## src/rtl/multiply2_if.sv

```systemverilog
// multiply2_if: operand/result bundle for the multiply2 2x2 matrix multiplier.
//
// Handshake: the master holds start high (level-sensitive) with mat_A/mat_B
// valid at the same edge; the slave accepts on the first such edge while idle.
// done rises together with a fresh mat_C and stays high while start remains
// high. Dropping start returns the slave to idle at the next edge. The
// operands only need to be valid at the accept edge.
//
// Signals:
//   start  master -> slave  operation request (level)
//   mat_A  master -> slave  operand A [row][col]
//   mat_B  master -> slave  operand B [row][col]
//   mat_C  slave -> master  registered result [row][col]
//   done   slave -> master  registered completion flag
interface multiply2_if #(
  parameter int DW = 8
);
  logic                        start;
  logic [1:0][1:0][DW-1:0]     mat_A;
  logic [1:0][1:0][DW-1:0]     mat_B;
  logic [1:0][1:0][DW-1:0]     mat_C;
  logic                        done;

  modport master (output start, output mat_A, output mat_B,
                  input  mat_C, input  done);
  modport slave  (input  start, input  mat_A, input  mat_B,
                  output mat_C, output done);
endinterface

```

## src/rtl/multiply2.sv

```systemverilog
// multiply2: sequential 2x2 unsigned matrix multiplier, C = A x B.
// A single multiply-accumulate unit is stepped over the 8 partial products.
// Each result element is truncated to DW bits.
//
// Ports:
//   clk        rising-edge clock
//   rst        synchronous active-high reset (priority over everything)
//   mm         multiply2_if.slave: start, mat_A, mat_B in; mat_C, done out
//   state_dbg  current FSM state (IDLE=0, COMPUTE=1, DONE=2)
module multiply2 #(
  parameter int DW = 8,
  parameter int N  = 2
) (
  input  logic        clk,
  input  logic        rst,
  multiply2_if.slave  mm,
  output logic [1:0]  state_dbg
);

  localparam logic [1:0] S_IDLE    = 2'd0;
  localparam logic [1:0] S_COMPUTE = 2'd1;
  localparam logic [1:0] S_DONE    = 2'd2;

  typedef logic [1:0][1:0][DW-1:0] mat_t;

  logic [1:0]      state;
  mat_t            a_lat;
  mat_t            b_lat;
  mat_t            res;
  mat_t            c_q;
  logic            done_q;
  logic [2*DW:0]   acc;
  logic [2:0]      step;

  // step[2:1] walks (i,j) through (0,0),(0,1),(1,0),(1,1); step[0] is k.
  logic            idx_i;
  logic            idx_j;
  logic            idx_k;
  logic [2*DW-1:0] prod;
  logic [2*DW:0]   sum;
  mat_t            res_next;

  always_comb begin
    idx_i    = step[2];
    idx_j    = step[1];
    idx_k    = step[0];
    prod     = {{DW{1'b0}}, a_lat[idx_i][idx_k]} * {{DW{1'b0}}, b_lat[idx_k][idx_j]};
    // k==0 starts a fresh dot product, so the old accumulator is dropped.
    sum      = (idx_k ? acc : '0) + {1'b0, prod};
    res_next = res;
    if (idx_k) begin
      res_next[idx_i][idx_j] = sum[DW-1:0];
    end
  end

  always_ff @(posedge clk) begin
    if (rst) begin
      state  <= S_IDLE;
      a_lat  <= '0;
      b_lat  <= '0;
      res    <= '0;
      c_q    <= '0;
      done_q <= 1'b0;
      acc    <= '0;
      step   <= '0;
    end else begin
      case (state)
        S_IDLE: begin
          done_q <= 1'b0;
          if (mm.start) begin
            a_lat <= mm.mat_A;
            b_lat <= mm.mat_B;
            acc   <= '0;
            step  <= '0;
            state <= S_COMPUTE;
          end
        end
        S_COMPUTE: begin
          acc <= sum;
          res <= res_next;
          if (step == 3'd7) begin
            // res_next already holds the final element, so mat_C updates
            // as a whole in one edge.
            c_q    <= res_next;
            done_q <= 1'b1;
            state  <= S_DONE;
          end else begin
            step <= step + 3'd1;
          end
        end
        S_DONE: begin
          if (!mm.start) begin
            done_q <= 1'b0;
            state  <= S_IDLE;
          end
        end
        default: begin
          state  <= S_IDLE;
          done_q <= 1'b0;
        end
      endcase
    end
  end

  assign mm.mat_C  = c_q;
  assign mm.done   = done_q;
  assign state_dbg = state;

endmodule

```

## src/flat_wrapper.sv

```systemverilog
// flat-port wrapper written by rule: the top's interface ports become plain ports
module multiply2_flat 
#(
  parameter int DW = 8,
  parameter int N  = 2
)
  (clk, rst, state_dbg, mm_start, mm_mat_A, mm_mat_B, mm_mat_C, mm_done);
  multiply2_if #(.DW(DW)) mm_i ();
  input  logic clk;
  input  logic rst;
  output logic [1:0] state_dbg;
  input wire logic [$bits(mm_i.start)-1:0] mm_start;
  input wire logic [$bits(mm_i.mat_A)-1:0] mm_mat_A;
  input wire logic [$bits(mm_i.mat_B)-1:0] mm_mat_B;
  output wire logic [$bits(mm_i.mat_C)-1:0] mm_mat_C;
  output wire logic [$bits(mm_i.done)-1:0] mm_done;
  assign mm_i.start = mm_start;
  assign mm_i.mat_A = mm_mat_A;
  assign mm_i.mat_B = mm_mat_B;
  assign mm_mat_C = mm_i.mat_C;
  assign mm_done = mm_i.done;
  multiply2 #(.DW(DW), .N(N)) u_core (.clk(clk), .rst(rst), .mm(mm_i), .state_dbg(state_dbg));
endmodule
```

## config.mk

```make
export PLATFORM = sky130hd
export DESIGN_NAME = multiply2_flat
export DESIGN_NICKNAME = d
export VERILOG_FILES = /design/src/rtl/multiply2_if.sv /design/src/rtl/multiply2.sv /design/src/flat_wrapper.sv
export SDC_FILE = /design/constraint.sdc
export NUM_CORES = 1
export LEC_CHECK = 0
export BUFFER_PORTS_ARGS = -buffer_cell sky130_fd_sc_hd__buf_2
export CAP_MARGIN = 20
export CORE_MARGIN = 2
export CORE_UTILIZATION = 43
export DETAILED_ROUTE_END_ITERATION = 10
export PLACE_DENSITY_LB_ADDON = 0.15
export SYNTH_ARGS = -nofsm -noshare
export SYNTH_HDL_FRONTEND = slang
export SYNTH_SLANG_ARGS = --single-unit
```

## constraint.sdc

```tcl
create_clock -name clk -period 6.25 [get_ports clk]
set_input_delay 0.9375 -clock clk [delete_from_list [all_inputs] [get_ports clk]]
set_output_delay 0.9375 -clock clk [all_outputs]
set_load 0.02 [all_outputs]
```

## Word-level counts from Yosys, hierarchy flattened

Index checks and enable logic that the tools add are counted.

- Register bits after elaboration: 151
- Output and inout bits: 35

- $add $sub $neg: 2
- Multiplexer cells: 27
- Equality and inequality tests: 7
- $lt $le $gt $ge: 5
- Reductions and logical operators: 10
- Multipliers: 1

Operator list:

| cell | number |
|---|---|
| two-way mux 16 bit | 5 |
| two-way mux 8 bit | 5 |
| two-way mux 17 bit | 2 |
| one-hot mux 17 bit (2 select lines) | 1 |
| bitwise mux 32 bit | 1 |
| two-way mux 32 bit | 1 |
| adder 17 x 16 -> 17 bit | 1 |
| demux 16 bit (select 1 bit) | 1 |
| multiplier 8 x 8 -> 16 bit | 1 |
| demux 8 bit (select 1 bit) | 1 |
| AND reduction 2 bit | 4 |
| < comparator 1 x 2 -> 1 bit (second input constant) | 3 |
| two-way mux 2 bit | 3 |
| two-way mux 3 bit | 2 |
| != test 2 bit (second input constant) | 3 |
| one-hot mux 2 bit (3 select lines) | 1 |
| one-hot mux 3 bit (2 select lines) | 1 |
| AND reduction 3 bit | 2 |
| adder 3 x 1 -> 3 bit (second input constant) | 1 |
| equality test 3 bit (second input constant) | 1 |
| equality test 2 x 1 -> 1 bit (second input constant) | 1 |
| equality test 2 bit (second input constant) | 1 |
| >= comparator 1 bit (second input constant) | 2 |
| logical AND 1 bit | 2 |
| 5 further kinds | 6 |

## Longest topological paths before layout

Gate-level depths: netlist of run 1.

- Word-level depth: 8
- Mapped depth: 21
- Mapped depth without buffers: 19

## Least setup slack after synthesis of run 1

Ideal clock, no wire load.

- Path type: register to register
- Start: register u_core.step[1]
- End: register u_core.c_q (netlist bit u_core.mm.mat_C[15])
- Data arrival time: 4.768 ns
- Setup time: 0.133 ns
- Slack: 1.349 ns
- Stages on the path, launching flop included: 18
- Cells stage by stage: dfxtp_1 > buf_6 > buf_8 > mux4_2 > nand2_1 > fa_1 > fa_1 > inv_1 > fa_1 > inv_1 > fa_1 > inv_1 > ha_1 > a21oi_1 > xnor3_1 > xnor3_2 > o21ai_1 > a21oi_1

- Cells in the longest elaborated chain, start to end: 8

RTL lines:

| what | line | RTL |
|---|---|---|
| from (decl) | multiply2.sv:33 | `logic [2:0] step;` |
| from (signal assigned) | multiply2.sv:88 | `step <= step + 3'd1;` |
| branches (longest 8 deep; another with adder 17 x 16 -> 17 bit) | -- |  |
| to (signal assigned) | multiply2.sv:84 | `c_q <= res_next;` |
| to (decl) | multiply2.sv:30 | `mat_t c_q;` |

Several ways; the timed one is not identified. The select of a mux whose other input is x is not followed.
A chain may end at the register's enable or synchronous reset.

## Worst setup path in the final report of run 1

- Start: register u_core.step[0]
- End: register u_core.c_q (netlist bit u_core.mm.mat_C[31])

- Cells in the longest elaborated chain, start to end: 8

RTL lines:

| what | line | RTL |
|---|---|---|
| two-way mux 16 bit (implied by the code) (2 in a row) | multiply2.sv:47 | `prod = {{DW{1'b0}}, a_lat[idx_i][idx_k]} * {{DW{1'b0}}, b_lat[idx_k][idx_j]};` |
| two-way mux 8 bit (implied by the code) (2 in a row) | multiply2.sv:47 |  |
| multiplier 8 x 8 -> 16 bit | multiply2.sv:47 |  |
| adder 17 x 16 -> 17 bit | multiply2.sv:49 | `sum = (idx_k ? acc : '0) + {1'b0, prod};` |
| bitwise mux 32 bit | multiply2.sv:52 | `res_next[idx_i][idx_j] = sum[DW-1:0];` |
| two-way mux 32 bit | multiply2.sv:51 | `if (idx_k) begin` |

Parallel ways exist; a longest one is shown, timed or not. The select of a mux whose other input is x is not followed.

==> impl_metrics.py, run 1 <==
metrics = {
    "layout": {
        "fin_nets": 983,
        "drive_gt1_frac": 0.185,
        "diodes": 0,
        "final_cell_area_mm2": 0.00799,
        "areaGrowthSynthToFinish_pct": 18.0,
        "fillCellCount": 1517,
    },
    "hold_path": {
        "min_path_type": "reg2reg",
    },
    "logic_synthesis": {
        "ys_warn_count": 0,
        "synthTopCellsByArea": "dfxtp_1 42%, nand2_1 13%, a21oi_1 8.1%, fa_1 5.3%, mux4_2 4.3%",
        "synth_most_common_cell": "nand2_1",
        "ys.flop_type": "dfxtp_1",
        "syn_area_mm2": 0.00677,
        "yosysTopAreaCell": "dfxtp_1",
        "syn_inst": 809,
        "synthAdderAreaFrac": 0.0883,
        "synth-xor-area-share": 0.0257,
        "synth_top_family_by_area": "simple AND/OR/NAND/NOR gates",
        "ys_ff_latch": 142,
        "synth_edf_count": 0,
        "avgSynthCellArea_um2": 8.37,
        "synth_nets": 913,
        "yosys.area_share.simple": 0.196,
        "ys_async_sr_fraction": 0,
        "ys_seq_area_frac": 0.420,
        "synth.distinct_cells": 41,
        "synthMuxAreaShare": 0.0771,
        "synth_compound_area_frac": 0.134,
        "synth_top_area_share": 0.420,
        "synth.cells.most_frequent": "238 x nand2_1, 142 x dfxtp_1, 110 x a21oi_1, 58 x nor2_1, 44 x clkbuf_1",
    },
    "clocking": {
        "cts.sinks": 142,
        "hold_buffers": 0,
        "cts_tree": "yes",
        "ctsResizeCount": 0,
        "post_cts_buffers": 0,
        "clockRootBuffer": "clkbuf_16",
        "clock_path_buffers": 2,
        "h-tree-depth": 4,
        "clk-insertion-delay-late_ns": 0.42,
        "clk_pin_slew_ns": 0.06,
        "cts_made_buffers": 17,
    },
    "routing": {
        "vias": 5702,
        "dr.pass1.iters": 5,
        "drt-total-wl_mm": 16.9,
        "viasPerCell": 5.17,
        "ant_nets": 0,
        "dr.first_iter.drc_count": 410,
        "post_drt_wl_per_cell_um": 15.3,
        "drc": 0,
    },
    "global_routing": {
        "grt_pass1_vias": 5553,
        "top_usage_layer": "met2",
        "use_met1": 0.294,
        "antenna_found_initial": 0,
        "grt_use_total": 0.213,
        "met3_usage": 0.0487,
        "grt_overflow": 0,
        "grt_max_degree": 76,
        "grt_pass1_wl_mm": 28.1,
        "grt_use_met2": 0.336,
    },
    "timing": {
        "skew_ns": 0.0101,
        "tightest_slew_ns": 0.808,
        "hold_viol": 0,
        "tns_ns": 0,
        "min_period_over_period": 0.874,
        "rsz0062_at_grt": "false",
        "fin_crit_ns": 5.46,
        "setup_viol": 0,
        "fmax_mhz": 183,
        "slew_viol_final": 0,
        "relSlewSlack": 0.461,
    },
    "placed_design": {
        "placed_area_mm2": 0.00736,
        "place_hpwl_mm": 11.7,
        "place.gp.congestion": 0.860,
        "port-buffer-count": 101,
    },
    "die": {
        "die-area_mm2": 0.0168,
        "die_x_um": 129,
        "placementRows": 45,
        "io_pins": 102,
        "coreArea_mm2": 0.0153,
        "die_y_um": 129,
        "initial_core_util": 0.442,
    },
    "pwr": {
        "intPower_mw": 1.71,
        "p_sw_frac": 0.236,
        "powerDensity_mw_per_mm2": 279,
        "comb_power_share": 0.088,
        "p_switching_mw": 0.526,
        "p_seq_frac": 0.428,
        "leakage_nw": 3.32,
        "ir_drop_mv": 0.180,
        "p_clk_frac": 0.484,
    },
    "critical_path": {
        "cp.required_ns": 6.52,
        "critPathLaunchType": "flip-flop",
        "worstPathMaxFanout": 11,
        "end_kind": "flip-flop",
        "crit_type": "reg2reg",
        "arrival_ns": 5.74,
    },
    "job": {
        "max-cap-violations": 0,
    },
    "outcome": {
        "status": "completed",
    },
}
-- layer usage --
layer | vias to the layer above | routed length [um] | share of wire
li1 | 2822 | - | -
met5 | - | 0 | 0
met2 | 150 | 7990 | 0.47
met3 | 20 | 761 | 0.045
met1 | 2710 | 7880 | 0.47
met4 | 0 | 237 | 0.014
-- sequential cells by signal, summed over array words and instances, names as in the netlist --
register,cells
u_core.a_lat,32
u_core.b_lat,32
u_core.mm.mat_C,32
u_core.res,32
u_core.acc,8
u_core.step,3
u_core.state_dbg,2
u_core.mm.done,1
-- critical path: stages, from the launching register on --
cell and delay (ns):
dfxtp_1 0.72, mux4_1 0.77, and2_1 0.21, fa_1 0.40, ha_1 0.29, ha_1 0.28, inv_1 0.05, fa_1 0.52
inv_1 0.04, ha_1 0.21, inv_1 0.07, fa_1 0.21, inv_1 0.06, a21o_1 0.15, a21oi_1 0.15, xnor3_1 0.40
xnor3_2 0.50, o21ai_1 0.18, a21oi_1 0.09
-- cell usage in the layout (no fill, tap or decap), drive strengths merged, types with 2 or more instances in the layout --
cell type / n
and2: 12
nor2: 58
o211ai: 5
a211oi: 22
dfxtp: 142
a22oi: 2
or3b: 2
nor3b: 2
nor3: 2
clkinv: 2
a21oi: 110
ha: 19
fa: 18
mux4: 16
nand3b: 3
clkbuf: 22
xor2: 4
xnor3: 3
a21o: 2
nand2: 239
a31oi: 2
a311oi: 5
bufinv: 4
buf: 110
clkinvlp: 2
or2: 3
xnor2: 8
o21ai: 11
nand3: 7
mux2i: 15
inv: 37
-- power by group through the flow --
stage / Combinational, mW / Sequential, mW / Clock [mW]
finish: 0.197 / 0.955 / 1.08
global route: 0.222 / 0.957 / 1.14
floorplan: 0.135 / 0.965 / 0
global placement: 0.193 / 0.973 / 0
CTS: 0.199 / 0.955 / 1.10
detailed placement: 0.198 / 0.974 / 0
-- cell type report --
type	count	area, um^2	area share
timing repair buffer	110	576	0.0721
inverter	36	135	0.0169
clock buffer	22	474	0.0594
tap	211	264	0.0331
multi-input combinational	572	3540	0.443
sequential	142	2840	0.356
clock inverter	9	158	0.0197
-- worst paths after layout --
check,startpoint,to,slack (ns),cells past startpoint
min,u_core.mm.mat_C[12]$_SDFFE_PP0P_,u_core.mm.mat_C[12]$_SDFFE_PP0P_,0.45,2
min reg2reg,u_core.mm.mat_C[12]$_SDFFE_PP0P_,u_core.mm.mat_C[12]$_SDFFE_PP0P_,0.45,2
max,u_core.step[0]$_SDFFE_PP0P_,u_core.mm.mat_C[31]$_SDFFE_PP0P_,0.79,18
max reg2reg,u_core.step[0]$_SDFFE_PP0P_,u_core.mm.mat_C[31]$_SDFFE_PP0P_,0.79,18
-- through the flow --
stage          hold slack (ns)  cells  power [mW]  utilization  setup slack [ns]
6_report                 0.447   1102        2.23        0.522             0.786
5_1_grt                  0.474   1102        2.32        0.522             0.416
3_3_place_gp             0.441   1071        1.17        0.480             0.844
3_5_place_dp             0.443   1071        1.17        0.480             0.733
2_1_floorplan            0.432    809        1.10            -              1.35
4_1_cts                  0.449   1102        2.25        0.522             0.720
-- cells by family after synthesis --
logic type,after synthesis
DFF,142
buffers and inverters,95
and+or+nand+nor,330
muxes,31
adders and majority gates,37
xor gates and xnor gates,15
AOI/OAI and AO/OA,159
Note: power is estimated with default switching activity, not from simulation.
==> inputs of run 2 (changes only) <==
- CORE_UTILIZATION: 43 -> 50
==> impl_metrics.py, run 2 (synthesis gave the netlist of run 1 again) <==
metrics = {
    "timing": {
        "skew_ns": 0.00744,
        "setup_viol": 0,
        "fin_crit_ns": 5.46,
        "min_period_over_period": 0.873,
        "rsz0062_at_grt": "false",
        "hold_ws_ns": 0.450,
        "tns_ns": 0,
        "relSlewSlack": 0.248,
        "hold_viol": 0,
        "slew_viol_final": 0,
        "fmax_mhz": 183,
        "setup_ws_ns": 0.792,
        "tightest_slew_ns": 1.13,
    },
    "pwr": {
        "powerDensity_mw_per_mm2": 271,
        "ir_drop_mv": 0.154,
        "leakage_nw": 3.29,
    },
    "global_routing": {
        "antenna_found_initial": 0,
        "grt_pass1_wl_mm": 26.6,
        "grt_max_degree": 110,
        "grt_pass1_vias": 5396,
        "grt_use_total": 0.234,
        "grt_overflow": 0,
    },
    "routing": {
        "post_drt_wl_per_cell_um": 15.1,
        "vias": 5609,
        "ant_nets": 0,
        "dr.first_iter.drc_count": 360,
        "dr.pass1.iters": 4,
        "drc": 0,
        "viasPerCell": 5.26,
        "drt-total-wl_mm": 16.1,
    },
    "layout": {
        "drive_gt1_frac": 0.187,
        "fin_nets": 982,
        "diodes": 0,
        "final_cell_mix": "238 x nand2_1, 142 x dfxtp_1, 110 x a21oi_1",
        "areaGrowthSynthToFinish_pct": 16.6,
        "final_common_cell": "nand2_1",
    },
    "critical_path": {
        "crit_start": "u_core.step[0]$_SDFFE_PP0P_",
        "arrival_ns": 5.70,
        "worstPathMaxFanout": 26,
        "critPathLaunchType": "flip-flop",
        "end_kind": "flip-flop",
        "crit_type": "reg2reg",
        "r2r-start": "u_core.step[0]$_SDFFE_PP0P_",
        "cp.required_ns": 6.50,
    },
    "die": {
        "coreArea_mm2": 0.0132,
        "io_pins": 102,
        "die_x_um": 120,
        "placementRows": 42,
        "initial_core_util": 0.511,
        "die-area_mm2": 0.0145,
        "die_y_um": 120,
    },
    "clocking": {
        "cts_made_buffers": 17,
        "cts_tree": "yes",
        "clock_path_buffers": 2,
        "clk_pin_slew_ns": 0.06,
        "clk-insertion-delay-late_ns": 0.42,
        "ctsResizeCount": 0,
        "post_cts_buffers": 0,
        "clockRootBuffer": "clkbuf_16",
        "hold_buffers": 0,
        "h-tree-depth": 4,
        "cts.sinks": 142,
    },
    "hold_path": {
        "min_from": "u_core.mm.mat_C[12]$_SDFFE_PP0P_",
        "min_path_type": "reg2reg",
    },
    "placed_design": {
        "place_hpwl_mm": 11.4,
        "place_ws_ns": 0.739,
        "port-buffer-count": 101,
        "place.gp.congestion": 0.792,
    },
    "outcome": {
        "status": "completed",
    },
    "job": {
        "max-cap-violations": 0,
    },
}
[run 2: per-layer routing]
layer  global-route usage  vias up  share of wire
li1                     -     2805              -
met1                0.316     2668           0.47
met2                0.370      118           0.47
met3               0.0561       18          0.044
met4               0.0785        0          0.015
met5                    0        -              0
[run 2: worst paths after layout]
check / slack (ns) / cells after the start / endpoint
hold / removal: 0.45 / 2 / u_core.mm.mat_C[12]$_SDFFE_PP0P_
hold reg to reg: 0.45 / 2 / u_core.mm.mat_C[12]$_SDFFE_PP0P_
setup reg to reg: 0.79 / 17 / u_core.mm.mat_C[15]$_SDFFE_PP0P_
setup / recovery: 0.79 / 17 / u_core.mm.mat_C[15]$_SDFFE_PP0P_
[run 2: per-stage QoR]
step,util,instance area [um^2],instances,total power [mW]
final,0.596,7890,1066,2.14
after global routing,0.596,7890,1066,2.22
after CTS,0.596,7890,1066,2.15
after detailed placement,0.552,7300,1035,1.17
after global placement,0.552,7300,1035,1.16
after floorplan,-,6770,809,1.10
[run 2: report_power, final]
part	internal (mW)	switching (mW)
logic	0.0723	0.124
registers	0.935	0.0193
clock network	0.609	0.378
[run 2: area by class of cell]
cell class / count / area (um^2)
clock buffers: 23 / 508
clock inverters: 8 / 80.1
well taps: 176 / 220
repair buffers: 109 / 568
flip-flops and latches: 142 / 2840
inverters: 36 / 135
fillers: 1234 / 5350
multi-input cells: 572 / 3540
[run 2: critical path, stage by stage, from the launching register on]
cell	delay, ns
dfxtp_1	0.57
buf_4	0.38
mux4_2	0.62
nand2_1	0.12
fa_1	0.39
inv_1	0.08
fa_1	0.42
ha_1	0.29
inv_1	0.05
fa_1	0.52
fa_1	0.47
inv_1	0.07
a21o_1	0.11
a21oi_1	0.06
xnor3_1	0.36
xnor3_2	0.51
o21ai_1	0.18
a21oi_1	0.10
==> inputs of run 3 (changes only) <==
- CORE_ASPECT_RATIO: unset -> 1.4
==> impl_metrics.py, run 3 (synthesis gave the netlist of run 1 again) <==
metrics = {
    "clocking": {
        "cts.sinks": 142,
        "post_cts_buffers": 0,
        "clk-insertion-delay-late_ns": 0.41,
        "ctsResizeCount": 0,
        "clk_pin_slew_ns": 0.06,
        "hold_buffers": 0,
        "clockRootBuffer": "clkbuf_16",
        "clock_path_buffers": 2,
        "cts_made_buffers": 17,
        "h-tree-depth": 4,
        "cts_tree": "yes",
    },
    "placed_design": {
        "place.gp.congestion": 0.874,
        "port-buffer-count": 101,
        "place_hpwl_mm": 11.0,
        "dp.cells": 1043,
        "placed_area_mm2": 0.00733,
    },
    "die": {
        "die_x_um": 102,
        "io_pins": 102,
        "coreArea_mm2": 0.0133,
        "placementRows": 50,
        "initial_core_util": 0.508,
        "die-area_mm2": 0.0145,
        "die_y_um": 142,
    },
    "timing": {
        "slew_viol_final": 0,
        "min_period_over_period": 0.866,
        "setup_viol": 0,
        "fin_crit_ns": 5.41,
        "tns_ns": 0,
        "rsz0062_at_grt": "false",
        "relSlewSlack": 0.463,
        "hold_viol": 0,
        "skew_ns": 0.00719,
        "tightest_slew_ns": 0.805,
        "fmax_mhz": 185,
    },
    "pwr": {
        "p_switching_mw": 0.562,
        "comb_power_share": 0.091,
        "total_power_mw": 2.14,
        "p_sw_frac": 0.262,
        "powerDensity_mw_per_mm2": 271,
        "intPower_mw": 1.58,
        "ir_drop_mv": 0.166,
        "leakage_nw": 3.31,
        "p_clk_frac": 0.465,
        "p_seq_frac": 0.444,
    },
    "global_routing": {
        "grt_use_met2": 0.382,
        "met3_usage": 0.0433,
        "antenna_found_initial": 0,
        "grt_use_total": 0.221,
        "use_met1": 0.268,
        "grt_pass1_wl_mm": 25.5,
        "grt_overflow": 0,
        "grt_pass1_vias": 5361,
        "grt_max_degree": 81,
        "top_usage_layer": "met2",
    },
    "layout": {
        "seqCellArea_mm2": 0.00284,
        "fin_cells": 1075,
        "fillCellCount": 1223,
        "fin_nets": 984,
        "diodes": 0,
        "drive_gt1_frac": 0.189,
        "final_cell_area_mm2": 0.00791,
        "multi_input_area_mm2": 0.00354,
        "utilization": 0.594,
        "final_common_cell": "nand2_1",
        "final_cell_mix": "238 x nand2_1, 142 x dfxtp_1, 110 x a21oi_1",
        "areaGrowthSynthToFinish_pct": 16.9,
    },
    "critical_path": {
        "crit_type": "reg2reg",
        "end_kind": "flip-flop",
        "rr_worst_depth": 17,
        "endpoint": "u_core.mm.mat_C[15]$_SDFFE_PP0P_",
        "ff2ff_setup_slack_ns": 0.84,
        "rr_endpoint": "u_core.mm.mat_C[15]$_SDFFE_PP0P_",
        "worstPathMaxFanout": 9,
        "critPathLaunchType": "flip-flop",
        "arrival_ns": 5.68,
        "cp.required_ns": 6.51,
        "r2r-start": "u_core.step[0]$_SDFFE_PP0P_",
        "crit_start": "u_core.step[0]$_SDFFE_PP0P_",
    },
    "hold_path": {
        "min_path_cells": 2,
        "min_path_type": "reg2reg",
    },
    "job": {
        "max-cap-violations": 0,
    },
    "outcome": {
        "status": "completed",
    },
    "routing": {
        "post_drt_wl_per_cell_um": 14.4,
        "vias": 5547,
        "dr.pass1.iters": 4,
        "ant_nets": 0,
        "dr.first_iter.drc_count": 196,
        "drt-total-wl_mm": 15.5,
        "viasPerCell": 5.16,
        "drc": 0,
    },
}
## run 3: cell count changes in the layout (fill, tap and decap cells not counted), sizes merged
cell      change
inv           +8
clkbuf        -5
buf           +2
clkinvlp      -2
## run 3: worst max-delay path, stage by stage, from the launching register on
cell and delay [ns]:
dfxtp_1 0.65, buf_4 0.27, mux4_2 0.41, nand2_1 0.14, fa_1 0.47, inv_1 0.10
fa_1 0.42, ha_1 0.29, inv_1 0.05, fa_1 0.53, inv_1 0.04, ha_1 0.33
a21o_1 0.19, a21oi_1 0.16, xnor3_1 0.43, xnor3_2 0.52, o21ai_1 0.18, a21oi_1 0.08
## run 3: worst min-delay path by stage
stage,startpoint,endpoint,slack (ns)
finish,u_core.mm.mat_C[20]$_SDFFE_PP0P_,u_core.mm.mat_C[20]$_SDFFE_PP0P_,0.45
global route,u_core.res[19]$_SDFFE_PP0P_,u_core.res[19]$_SDFFE_PP0P_,0.47
CTS,u_core.mm.mat_C[20]$_SDFFE_PP0P_,u_core.mm.mat_C[20]$_SDFFE_PP0P_,0.45
detailed placement,u_core.mm.mat_C[20]$_SDFFE_PP0P_,u_core.mm.mat_C[20]$_SDFFE_PP0P_,0.44
global placement,u_core.mm.mat_C[20]$_SDFFE_PP0P_,u_core.mm.mat_C[20]$_SDFFE_PP0P_,0.44
floorplan,u_core.a_lat[10]$_SDFFE_PP0P_,u_core.a_lat[10]$_SDFFE_PP0P_,0.43
## run 3: through the flow
| stage | setup slack [ns] | hold slack [ns] |
|---|---|---|
| after floorplan | 1.35 | 0.432 |
| after global placement | 0.943 | 0.439 |
| after detailed placement | 0.816 | 0.444 |
| after CTS | 0.804 | 0.451 |
| after global routing | 0.571 | 0.471 |
| final | 0.835 | 0.448 |
## run 3: power by group through the flow
stage | clock [mW] | combinational, mW | sequential (mW)
finish | 0.996 | 0.195 | 0.953
floorplan | 0 | 0.135 | 0.965
global placement | 0 | 0.190 | 0.972
global route | 1.06 | 0.217 | 0.956
detailed placement | 0 | 0.195 | 0.973
CTS | 1.01 | 0.196 | 0.953
## run 3: per-layer routing
metal  up-vias  wire length [um]
met5         -                 0
met4         0               365
met3        22               687
met2       141              7940
met1      2567              6500
li1       2817                 -
## run 3: cell type report
class	instances	area share
clock buffer	18	0.0555
tap	182	0.0288
inverter	36	0.0171
sequential	142	0.359
clock inverter	14	0.0185
timing repair buffer	111	0.0737
multi-input combinational	572	0.447
